$ cat src/rtl/riscv_pkg.sv
// riscv_pkg: shared types, funct3 encodings and access-check helpers for the
// load/store unit.
//   lsu_state_e    : load/store unit FSM states
//   F3_*           : RV32I load/store size/sign encodings (stores alias loads)
//   is_misaligned  : 1 when the access size does not fit the byte offset
//   is_illegal_f3  : 1 for funct3 encodings with no load/store meaning
package riscv_pkg;

    typedef enum logic [1:0] {
        IDLE = 2'd0,
        REQ  = 2'd1,
        WAIT = 2'd2,
        DONE = 2'd3
    } lsu_state_e;

    localparam logic [2:0] F3_LB  = 3'b000;
    localparam logic [2:0] F3_LH  = 3'b001;
    localparam logic [2:0] F3_LW  = 3'b010;
    localparam logic [2:0] F3_LBU = 3'b100;
    localparam logic [2:0] F3_LHU = 3'b101;
    localparam logic [2:0] F3_SB  = F3_LB;
    localparam logic [2:0] F3_SH  = F3_LH;
    localparam logic [2:0] F3_SW  = F3_LW;

    function automatic logic is_misaligned(input logic [2:0] f3, input logic [1:0] lo);
        logic mis;
        mis = 1'b0;
        case (f3)
            F3_LH, F3_LHU: mis = lo[0];
            F3_LW:         mis = (lo != 2'b00);
            default:       mis = 1'b0;
        endcase
        return mis;
    endfunction

    // 011, 110 and 111 have no load/store meaning in RV32I.
    function automatic logic is_illegal_f3(input logic [2:0] f3);
        return (f3 == 3'b011) || (f3[2:1] == 2'b11);
    endfunction

endpackage

$ cat src/rtl/lsu_align.sv
// lsu_align: purely combinational lane steering for the load/store unit.
//   funct3     : access size/sign (RV32I encoding)
//   addr_lo    : byte offset within the word
//   wdata      : store data, value in the low bits
//   rdata      : word returned by the bus
//   be         : byte enables for the addressed lanes
//   lane_wdata : store data replicated across all lanes of its size
//   load_data  : selected byte/half/word, sign- or zero-extended
module lsu_align
    import riscv_pkg::*;
(
    input  logic [2:0]  funct3,
    input  logic [1:0]  addr_lo,
    input  logic [31:0] wdata,
    input  logic [31:0] rdata,
    output logic [3:0]  be,
    output logic [31:0] lane_wdata,
    output logic [31:0] load_data
);

    logic [31:0] shifted;
    logic [7:0]  sel_byte;
    logic [15:0] sel_half;

    // Shift the addressed byte down to lane 0; halves only ever sit at 0 or 2.
    assign shifted  = rdata >> {addr_lo, 3'b000};
    assign sel_byte = shifted[7:0];
    assign sel_half = addr_lo[1] ? rdata[31:16] : rdata[15:0];

    always_comb begin
        be         = 4'b1111;
        lane_wdata = wdata;
        // funct3[2] only selects signedness, so size comes from the low bits.
        case (funct3[1:0])
            2'b00: begin
                be         = 4'b0001 << addr_lo;
                lane_wdata = {4{wdata[7:0]}};
            end
            2'b01: begin
                be         = 4'b0011 << {addr_lo[1], 1'b0};
                lane_wdata = {2{wdata[15:0]}};
            end
            default: begin
                be         = 4'b1111;
                lane_wdata = wdata;
            end
        endcase
    end

    always_comb begin
        load_data = rdata;
        case (funct3)
            F3_LB:   load_data = {{24{sel_byte[7]}}, sel_byte};
            F3_LBU:  load_data = {24'h0, sel_byte};
            F3_LH:   load_data = {{16{sel_half[15]}}, sel_half};
            F3_LHU:  load_data = {16'h0, sel_half};
            default: load_data = rdata;
        endcase
    end

endmodule

$ cat src/rtl/load_store_unit.sv
// load_store_unit: multi-cycle load/store unit between the single-cycle
// datapath and a handshaked data-memory bus.
//   clk, srst                 : clock, asynchronous active-high reset
//   req_valid, mem_w, funct3  : access request from the controller
//   addr, wdata               : effective byte address and store data
//   read_data                 : registered, extended load result
//   stall                     : hold PC/instruction, suppress register write
//   access_err                : one-cycle pulse (misaligned, illegal, timeout)
//   bus_req/we/addr/be/wdata  : registered bus request
//   bus_gnt, bus_rvalid, rdata: bus responses
//   dbg_state                 : current FSM state for observation
//
// Bus handshake: bus_req and its payload are held constant from REQ entry
// until the cycle bus_gnt is seen high; the request is taken in that cycle.
// bus_rvalid qualifies bus_rdata for a load and may come with bus_gnt or any
// later cycle; rvalid outside REQ/WAIT is ignored.
module load_store_unit
    import riscv_pkg::*;
#(
    parameter int unsigned TIMEOUT = 255
) (
    input  logic        clk,
    input  logic        srst,
    input  logic        req_valid,
    input  logic        mem_w,
    input  logic [2:0]  funct3,
    input  logic [31:0] addr,
    input  logic [31:0] wdata,
    output logic [31:0] read_data,
    output logic        stall,
    output logic        access_err,
    output logic        bus_req,
    output logic        bus_we,
    output logic [31:0] bus_addr,
    output logic [3:0]  bus_be,
    output logic [31:0] bus_wdata,
    input  logic        bus_gnt,
    input  logic        bus_rvalid,
    input  logic [31:0] bus_rdata,
    output lsu_state_e  dbg_state
);

    localparam logic [31:0] WD_LAST = 32'(TIMEOUT - 1);

    lsu_state_e  state;
    logic [1:0]  lat_lo;
    logic [2:0]  lat_f3;
    logic [31:0] wd_cnt;

    logic        bad_access;
    logic        wd_expired;
    logic [2:0]  al_f3;
    logic [1:0]  al_lo;
    logic [3:0]  al_be;
    logic [31:0] al_wdata;
    logic [31:0] al_load;

    assign bad_access = is_illegal_f3(funct3) | is_misaligned(funct3, addr[1:0]);
    // wd_cnt is the number of REQ/WAIT cycles already spent; this cycle is
    // the last one allowed. ">=" covers a gnt landing exactly on the limit.
    assign wd_expired = (TIMEOUT != 0) && (wd_cnt >= WD_LAST);

    // Lane steering sees the live request in IDLE (store lanes are latched
    // on the way out) and the latched access afterwards (load extraction).
    assign al_f3 = (state == IDLE) ? funct3    : lat_f3;
    assign al_lo = (state == IDLE) ? addr[1:0] : lat_lo;

    lsu_align u_align (
        .funct3     (al_f3),
        .addr_lo    (al_lo),
        .wdata      (wdata),
        .rdata      (bus_rdata),
        .be         (al_be),
        .lane_wdata (al_wdata),
        .load_data  (al_load)
    );

    // Combinational so the PC is held in the request cycle itself.
    assign stall = ((state == IDLE) && req_valid && !bad_access)
                 || (state == REQ) || (state == WAIT);

    assign dbg_state = state;

    always_ff @(posedge clk or posedge srst) begin
        if (srst) begin
            state      <= IDLE;
            read_data  <= '0;
            access_err <= 1'b0;
            bus_req    <= 1'b0;
            bus_we     <= 1'b0;
            bus_addr   <= '0;
            bus_be     <= '0;
            bus_wdata  <= '0;
            lat_lo     <= '0;
            lat_f3     <= '0;
            wd_cnt     <= '0;
        end else begin
            access_err <= 1'b0;
            case (state)
                IDLE: begin
                    if (req_valid) begin
                        if (bad_access) begin
                            access_err <= 1'b1;
                            read_data  <= '0;
                        end else begin
                            state     <= REQ;
                            bus_req   <= 1'b1;
                            bus_we    <= mem_w;
                            bus_addr  <= {addr[31:2], 2'b00};
                            bus_be    <= al_be;
                            bus_wdata <= al_wdata;
                            lat_lo    <= addr[1:0];
                            lat_f3    <= funct3;
                            wd_cnt    <= '0;
                        end
                    end
                end
                REQ: begin
                    if (bus_gnt) begin
                        bus_req <= 1'b0;
                        wd_cnt  <= wd_cnt + 32'd1;
                        if (bus_we) begin
                            state <= DONE;
                        end else if (bus_rvalid) begin
                            read_data <= al_load;
                            state     <= DONE;
                        end else begin
                            state <= WAIT;
                        end
                    end else if (wd_expired) begin
                        bus_req    <= 1'b0;
                        access_err <= 1'b1;
                        read_data  <= '0;
                        state      <= DONE;
                    end else begin
                        wd_cnt <= wd_cnt + 32'd1;
                    end
                end
                WAIT: begin
                    if (bus_rvalid) begin
                        read_data <= al_load;
                        state     <= DONE;
                    end else if (wd_expired) begin
                        access_err <= 1'b1;
                        read_data  <= '0;
                        state      <= DONE;
                    end else begin
                        wd_cnt <= wd_cnt + 32'd1;
                    end
                end
                // One non-stalled cycle so the core retires; any req_valid
                // seen here belongs to the retiring instruction.
                DONE: state <= IDLE;
                default: state <= IDLE;
            endcase
        end
    end

endmodule

$ cat config.mk
export PLATFORM = sky130hd
export DESIGN_NAME = load_store_unit
export DESIGN_NICKNAME = d
export VERILOG_FILES = /design/src/rtl/riscv_pkg.sv /design/src/rtl/lsu_align.sv /design/src/rtl/load_store_unit.sv
export SDC_FILE = /design/constraint.sdc
export NUM_CORES = 1
export LEC_CHECK = 0
export CAP_MARGIN = 25
export CORE_ASPECT_RATIO = 1.1
export CORE_UTILIZATION = 53
export CTS_CLUSTER_SIZE = 8
export DETAILED_ROUTE_END_ITERATION = 10
export PLACE_DENSITY_LB_ADDON = 0.1
export SYNTH_ARGS = -nofsm -noshare
export SYNTH_HDL_FRONTEND = slang
export SYNTH_SLANG_ARGS = --single-unit
$ cat constraint.sdc
create_clock -name clk -period 8.9 [get_ports clk]
set_input_delay 1.335 -clock clk [delete_from_list [all_inputs] [get_ports clk]]
set_output_delay 1.335 -clock clk [all_outputs]
set_load 0.005 [all_outputs]
==> flow_metrics.tcl, run 1 <==
set metrics [dict create \
    die_area_um2 14900 \
    grt.overflow.total 0 \
    synth_area_um2 7620 \
    path_clk_slew_ns 0.06 \
    dpl.hpwl_um 15100 \
    rsz0062_at_grt "no" \
    setup_viol 0 \
    peakVddDrop_uv 175 \
    final_antenna_net_count 0 \
    antenna_found_initial 0 \
    power.leakage_uw 0.00442 \
    path_cells "clkdlybuf4s50_1, o31a_1, o22ai_1, nor2b_4, buf_4, or3_1, clkdlybuf4s50_1" \
    synth-main-ff-cell "dfrtp_1" \
    viasPerCell 6.00 \
    avgSynthCellArea_um2 9.39 \
    gp_congestion 0.909 \
    areaGrowthSynthToFinish_pct 36.1 \
    start_util_pct 54.8 \
    drv_cap 0 \
    ys.warnings.count 0 \
    die_y_um 128 \
    final.period_utilization_pct 59.5 \
    synth_edf_count 0 \
    core-area_um2 13900 \
    num_vias 7156 \
    fillers 1022 \
    cts_tree "yes" \
    critPathLaunchType "input pin" \
    cp.arrival_ns 3.96 \
    grtUsageTotal_pct 30.6 \
    crit_top_cell "clkdlybuf4s50_1" \
    die_w_um 116 \
    grt_max_degree 81 \
    final_cells 1193 \
    synthArstFlopShare_pct 100 \
    clk_path_buf_depth 2 \
    tightest_slew_ns 0.992 \
    crit_path_end_kind "primary output" \
    grt_pass1_vias 6659 \
    worst_path_max_delay_cell "clkdlybuf4s50_1" \
    synth_commonest_cells "185 x nand2_1, 140 x dfrtp_1, 52 x nor2_1" \
    clk_latency_ns 0.42 \
    dr.pass1.iters 5 \
    slew_violations 0 \
    path_max_fanout 65 \
    crit_family "buffers and inverters" \
    cts.sinks 140 \
    drc 0 \
    wl_um 22100 \
    relSlewSlack_pct 33.8 \
    synth_cell_types 69 \
    synthMostInstantiatedCell "nand2_1" \
    fmax_mhz 189 \
    period_minus_slack_ns 5.30 \
    drive_gt1_share_pct 8.26 \
    finalHoldViolations 0 \
    cts_resized 0 \
    num_io_pins 211 \
    power_density_nw_per_um2 336 \
    post_cts_buffers 0 \
    portBuffers 208 \
    ys_ff_latch 140 \
    seq_area_um2 3500 \
    syn_inst 812 \
    rows 45 \
    drt_iter0_drc 676 \
    numCtsBuffers 17 \
    status "finished, final reports clean" \
    seq_area_frac_synth_pct 45.9 \
    multi_input_area_um2 3750 \
    grt_pass1_wl_um 34800 \
    synth_top_area_cell "dfrtp_1" \
    n_antenna_cell 0 \
    clockRootBuffer "clkbuf_16" \
    worstHoldPathType "reg -> reg" \
    placed_cells 1160 \
    final_nets 1105 \
    hold_buffers 0 \
    cpPeakStageDelay_ns 0.59 \
    cts.htree.levels 4 \
    cp.required_ns 7.57 \
    critPathKind "in -> out" \
    critPathBufInv 3 \
    synth_area_leaders "dfrtp_1 46%, nand2_1 9.1%, mux2i_1 3.4%, a31oi_1 2.6%, nor2_1 2.6%" \
    tns_ns 0 \
    netlist.area_leader.share_pct 45.9 \
    avgRoutedWirePerCell_um 18.5 \
    finalClockSkew_ns 0.0118 \
]
[final timing paths]
path,start,to,slack (ns),depth (start not counted)
max in group asynchronous,srst,dbg_state[1],6.23,3
setup reg to reg,dbg_state[0],read_data[28],5.55,8
min in group asynchronous,srst,bus_addr[9],1.42,2
hold reg to reg,bus_be[3],bus_be[3],0.47,2
setup / recovery,funct3[0],stall,3.60,7
hold / removal,bus_be[3],bus_be[3],0.47,2
[layout make-up]
type | count | area share, %
multi-input combinational | 587 | 36.2
sequential | 140 | 33.8
timing repair buffer | 216 | 20.9
clock buffer | 24 | 4.64
tap | 188 | 2.27
inverter | 31 | 1.17
clock inverter | 7 | 1.09
[through the flow]
step                      util [%]  power, uW  hold WS (ns)  instance area [um^2]  setup slack [ns]
final                         74.6       3490         0.471                 10400              3.60
after global routing          74.6       3690         0.491                 10400              3.50
after CTS                     74.3       3460         0.477                 10300              3.60
after detailed placement      70.0       2730         0.461                  9740              3.62
after global placement        70.0       2700         0.450                  9740              3.66
after floorplan                  -       2010         0.445                  7630              3.81
[registers in the layout, indices dropped and copies added (netlist names)]
| signal | cells |
|---|---|
| read_data | 32 |
| lat_lo | 2 |
| bus_be | 4 |
| dbg_state | 2 |
| wd_cnt | 32 |
| bus_req | 1 |
| lat_f3 | 3 |
| bus_wdata | 32 |
| bus_addr | 30 |
| bus_we | 1 |
| access_err | 1 |
[where the power goes]
group / switching, uW / leakage, uW / internal (uW)
clock: 264 / 0.000290 / 460
sequential: 146 / 0.00182 / 868
combinational: 910 / 0.00230 / 840
total: 1320 / 0.00442 / 2170
[tightest hold or removal path, stage by stage, from the launching register on]
cell and delay, ns:
dfrtp_1 0.34, nand2_1 0.05, nand2_1 0.05
[layer usage]
| metal | vias up | wire length [um] | track usage [%] | share of wire (%) |
|---|---|---|---|---|
| li1 | 3327 | - | - | - |
| met5 | - | 0 | 0 | 0 |
| met1 | 3517 | 8880 | 39.1 | 40 |
| met4 | 0 | 378 | 10.0 | 1.7 |
| met3 | 26 | 1490 | 8.13 | 6.7 |
| met2 | 286 | 11400 | 50.1 | 51 |
[cell usage in the layout (no fill, tap or decap), types with 4 or more instances in the layout]
master and instances:
o2bb2ai_1 6, o32ai_1 6, a32o_1 7, clkbuf_16 17
dfrtp_1 140, nand3_1 12, nor4_1 11, a31oi_1 32
ha_1 7, o21ai_0 34, and4_1 4, a211oi_1 8
nand2b_1 5, nand2_1 185, o41ai_1 6, mux2_2 5
o31ai_1 12, mux2i_1 25, a2bb2oi_1 4, o32ai_2 10
clkbuf_1 4, clkdlybuf4s50_1 208, inv_1 30, a21o_1 9
a222oi_1 8, nor2_1 52, and3_1 9, and2_1 8
a41oi_1 15, mux2i_4 4, nor3_1 6, buf_4 6
o2bb2ai_2 7, nand4_1 5, a21oi_1 34
[cells by family after synthesis]
group           after synthesis  synth area share (%)
flops                       140                  45.9
other cells                   1                0.0492
mux                          35                  5.23
buf+inv                      86                  5.27
fa+ha+maj                     7                  1.15
simple gates                312                  18.1
compound gates              231                  24.3
(Power assumes the default switching activity.)
==> run 2: changes to the inputs <==
--- a/config.mk
+++ b/config.mk
@@ -7,7 +7,7 @@
 export LEC_CHECK = 0
 export CAP_MARGIN = 25
 export CORE_ASPECT_RATIO = 1.1
-export CORE_UTILIZATION = 53
+export CORE_UTILIZATION = 49
 export CTS_CLUSTER_SIZE = 8
 export DETAILED_ROUTE_END_ITERATION = 10
 export PLACE_DENSITY_LB_ADDON = 0.1
==> constraint.sdc (replaced) <==
create_clock -name clk -period 5.2 [get_ports clk]
set_input_delay 0.78 -clock clk [delete_from_list [all_inputs] [get_ports clk]]
set_output_delay 0.78 -clock clk [all_outputs]
set_load 0.005 [all_outputs]
==> flow_metrics.tcl, run 2 (synthesis gave the netlist of run 1 again) <==
set metrics [dict create \
    status "finished, final reports clean" \
    fmax_mhz 274 \
    slew_violations 0 \
    finalClockSkew_ns 0.0122 \
    numCtsBuffers 17 \
    largestRegisters "bus_wdata x32, read_data x32, wd_cnt x32" \
    whs_ns 0.468 \
    path_clk_slew_ns 0.05 \
    grtUsageTotal_pct 28.8 \
    dpl.hpwl_um 15300 \
    path_cells "clkdlybuf4s50_1, o31a_1, o22ai_1, nor2b_4, or3_1, clkdlybuf4s50_1" \
    num_vias 7007 \
    final_nets 1106 \
    worst_path_max_delay_cell "clkdlybuf4s50_1" \
    cts.htree.levels 4 \
    cts_resized 0 \
    start_util_pct 50.5 \
    clk_path_buf_depth 2 \
    cts_tree "yes" \
    cpPeakStageDelay_ns 0.59 \
    grt_pass1_vias 6881 \
    power.leakage_uw 0.00440 \
    core-area_um2 15100 \
    viasPerCell 5.82 \
    wl_um 22300 \
    crit_path_end_kind "primary output" \
    dr.pass1.iters 5 \
    finalHoldViolations 0 \
    cp.required_ns 4.42 \
    antenna_found_initial 0 \
    layout_commonest_cell "clkdlybuf4s50_1" \
    tightest_slew_ns 1.00 \
    num_io_pins 211 \
    fillers 1208 \
    grt_pass1_wl_um 36200 \
    tns_ns 0 \
    worstHoldPathType "reg -> reg" \
    setup_viol 0 \
    areaGrowthSynthToFinish_pct 35.6 \
    drt_iter0_drc 775 \
    avgRoutedWirePerCell_um 18.6 \
    clockRootBuffer "clkbuf_16" \
    drc 0 \
    grt_max_degree 83 \
    post_cts_buffers 0 \
    die_area_um2 16100 \
    die_w_um 121 \
    portBuffers 208 \
    relSlewSlack_pct 33.1 \
    drv_cap 0 \
    path_max_fanout 8 \
    final.period_utilization_pct 70.2 \
    power_density_nw_per_um2 567 \
    rsz0062_at_grt "no" \
    gp_congestion 0.855 \
    final_antenna_net_count 0 \
    grt.overflow.total 0 \
    drive_gt1_share_pct 8.64 \
    die_y_um 133 \
    crit_top_cell "clkdlybuf4s50_1" \
    critPathLaunchType "input pin" \
    clk_latency_ns 0.43 \
    period_minus_slack_ns 3.65 \
    cp.arrival_ns 2.87 \
    rows 47 \
    peakVddDrop_uv 319 \
    hold_buffers 0 \
    critPathKind "in -> out" \
    final_cell_mix "208 x clkdlybuf4s50_1, 185 x nand2_1, 140 x dfrtp_1" \
    cts.sinks 140 \
    n_antenna_cell 0 \
]
==> run 2: cell types whose count changed in the layout (fill, tap and decap cells not counted) <==
cell / delta
buf_16: -1
bufinv_16: -2
clkbuf_8: -1
nand3_2: -1
clkinvlp_4: +2
clkinv_2: +2
clkbuf_1: -2
nand3_4: +1
clkinv_4: +2
buf_4: +2
==> run 2: path summary, 6_finish.rpt <==
kind	cells past startpoint	to	start	slack (ns)
max reg2reg	8	wd_cnt[9]	dbg_state[0]	2.03
min	2	bus_addr[8]	bus_addr[8]	0.47
max	6	stall	funct3[0]	1.55
min reg2reg	2	bus_addr[8]	bus_addr[8]	0.47
min in group asynchronous	2	bus_addr[10]	srst	0.78
max in group asynchronous	3	bus_wdata[5]	srst	3.42
==> run 2: power by group <==
group          leakage (uW)  total [uW]  switching [uW]  internal (uW)
Sequential          0.00182        1740             252           1480
Combinational       0.00230        2970            1550           1430
Clock              0.000269        1150             473            679
Total               0.00440        5860            2270           3590
==> run 2: layer usage <==
metal / GRT usage [%] / part of all wire (%) / vias to the layer above
li1: - / - / 3321
met1: 36.7 / 42 / 3361
met2: 46.0 / 49 / 268
met3: 8.10 / 6.7 / 57
met4: 11.9 / 3.0 / 0
met5: 0 / 0 / -
==> run 2: worst max-delay path, delay by kind of cell <==
family / cells / cell delay [ns]
buffers and inverters: 2 / 1.11
AND/OR/NAND/NOR: 2 / 0.32
AO/OA/AOI/OAI: 2 / 0.66
==> run 2: cell type report <==
type                    count  area (um^2)  share of cell area (%)
clock inverters            11         95.1                   0.919
inverters                  31          121                    1.17
repair buffers            217         2160                    20.9
well taps                 196          245                    2.37
multi-input cells         587         3760                    36.4
clock buffers              21          460                    4.45
flip-flops and latches    140         3500                    33.9
==> run 2: per-stage QoR <==
step	worst slack, ns	cells	power, uW	util [%]	area [um^2]
final	1.55	1203	5860	68.4	10300
after global routing	1.41	1203	6230	68.4	10300
after CTS	1.52	1202	5860	68.3	10300
after detailed placement	1.55	1170	4680	64.7	9770
after global placement	1.56	1170	4640	64.7	9770
after floorplan	0.667	813	3440	-	7630
==> run 3: changes to the inputs <==
==> constraint.sdc (replaced) <==
create_clock -name clk -period 3.7 [get_ports clk]
set_input_delay 0.555 -clock clk [delete_from_list [all_inputs] [get_ports clk]]
set_output_delay 0.555 -clock clk [all_outputs]
set_load 0.005 [all_outputs]
==> flow_metrics.tcl, run 3 (synthesis gave the netlist of run 1 again) <==
set metrics [dict create \
    core-area_um2 15100 \
    p_seq_share_pct 28.7 \
    rsz0062_at_grt "no" \
    final.period_utilization_pct 87.6 \
    cts_tree "yes" \
    hold_path_depth 2 \
    die_area_um2 16100 \
    cp.required_ns 3.14 \
    power_density_nw_per_um2 812 \
    status "finished, final reports clean" \
    wl_um 22600 \
    critPathKind "reg -> out" \
    grt_pass1_wl_um 36500 \
    post_cts_buffers 0 \
    drive_gt1_share_pct 9.47 \
    areaGrowthSynthToFinish_pct 37.6 \
    pwr-share-clk_pct 21.6 \
    slew_violations 0 \
    viasPerCell 5.94 \
    internal_power_uw 5290 \
    final_cell_mix "208 x clkdlybuf4s50_1, 185 x nand2_1, 140 x dfrtp_1" \
    layout_commonest_cell "clkdlybuf4s50_1" \
    dpl.hpwl_um 15700 \
    num_vias 7182 \
    finalClockSkew_ns 0.0111 \
    cp.arrival_ns 2.69 \
    dr.pass1.iters 6 \
    final_antenna_net_count 0 \
    p_total_uw 8510 \
    rows 47 \
    drv_cap 0 \
    die_y_um 133 \
    peakVddDrop_uv 483 \
    cts.sinks 140 \
    p_sw_uw 3220 \
    numCtsBuffers 17 \
    fillers 1167 \
    crit_path_end_kind "primary output" \
    regToRegStartpoint "dbg_state[0]" \
    drt_iter0_drc 742 \
    final_nets 1114 \
    fin_util_pct 69.4 \
    avgRoutedWirePerCell_um 18.7 \
    n_antenna_cell 0 \
    path_max_fanout 14 \
    clockRootBuffer "clkbuf_16" \
    clk_latency_ns 0.42 \
    power.leakage_uw 0.00447 \
    portBuffers 208 \
    critPathLaunch "dbg_state[0]" \
    largestRegisters "bus_wdata x32, read_data x32, wd_cnt x32" \
    setup_viol 0 \
    clk_path_buf_depth 2 \
    switching_share_pct 37.8 \
    antenna_found_initial 0 \
    grt.overflow.total 0 \
    finalHoldViolations 0 \
    grtUsageTotal_pct 29.1 \
    path_clk_slew_ns 0.06 \
    tightest_slew_ns 0.954 \
    grt_max_degree 65 \
    die_w_um 121 \
    cts.htree.levels 4 \
    setup_ws_ns 0.458 \
    worstHoldPathType "reg -> reg" \
    fmax_mhz 308 \
    cts_resized 0 \
    hold_buffers 0 \
    comb_power_share_pct 49.6 \
    drc 0 \
    pre_cts_ws_ns 0.533 \
    grt_pass1_vias 6877 \
    ff2ff_path_depth 7 \
    period_minus_slack_ns 3.24 \
    tns_ns 0 \
    num_io_pins 211 \
    start_util_pct 50.5 \
    worst_hold_startpoint "bus_addr[8]" \
    relSlewSlack_pct 36.4 \
    critPathLaunchType "flop" \
    gp_congestion 0.854 \
]
[run 3: layout make-up]
class                      count  area [um^2]  share of cell area [%]
multi-input combinational    587         3750                    35.8
inverter                      31          120                    1.15
tap                          196          245                    2.34
timing repair buffer         225         2230                    21.3
sequential                   140         3500                    33.4
clock buffer                  20          467                    4.45
clock inverter                11          166                    1.59
[run 3: through the flow]
stage	cell area (um^2)	hold slack (ns)	instances
final	10500	0.472	1210
after global placement	9860	0.457	1179
after global routing	10500	0.490	1210
after floorplan	7630	0.445	813
after CTS	10500	0.476	1210
after detailed placement	9860	0.461	1179
[run 3: power by group through the flow]
| stage | sequential, uW | clock, uW | combinational, uW |
|---|---|---|---|
| 3_3_place_gp | 2450 | 0 | 4150 |
| 5_1_grt | 2520 | 1930 | 4560 |
| 6_report | 2450 | 1840 | 4230 |
| 2_1_floorplan | 2460 | 0 | 2380 |
| 3_5_place_dp | 2450 | 0 | 4190 |
| 4_1_cts | 2450 | 1860 | 4230 |
[run 3: metal layers]
metal | wire [um] | global-route usage, % | part of all wire [%]
met5 | 0 | 0 | 0
met4 | 529 | 9.33 | 2.3
met3 | 1600 | 8.41 | 7.1
met2 | 11300 | 47.0 | 50
met1 | 9150 | 37.6 | 40
[run 3: final timing paths]
| kind | slack (ns) | end |
|---|---|---|
| hold reg to reg | 0.47 | bus_addr[8] |
| setup / recovery | 0.46 | stall |
| min in group asynchronous | 0.51 | wd_cnt[21] |
| setup reg to reg | 0.70 | read_data[3] |
| hold / removal | 0.47 | bus_addr[8] |
| max in group asynchronous | 2.51 | bus_addr[26] |
[run 3: critical path, cell delays in order (launching register included)]
cell	delay [ns]
dfrtp_1	0.42
inv_1	0.12
ha_1	0.67
nand2_1	0.24
nor2b_4	0.16
or3_1	0.14
clkdlybuf4s50_1	0.50
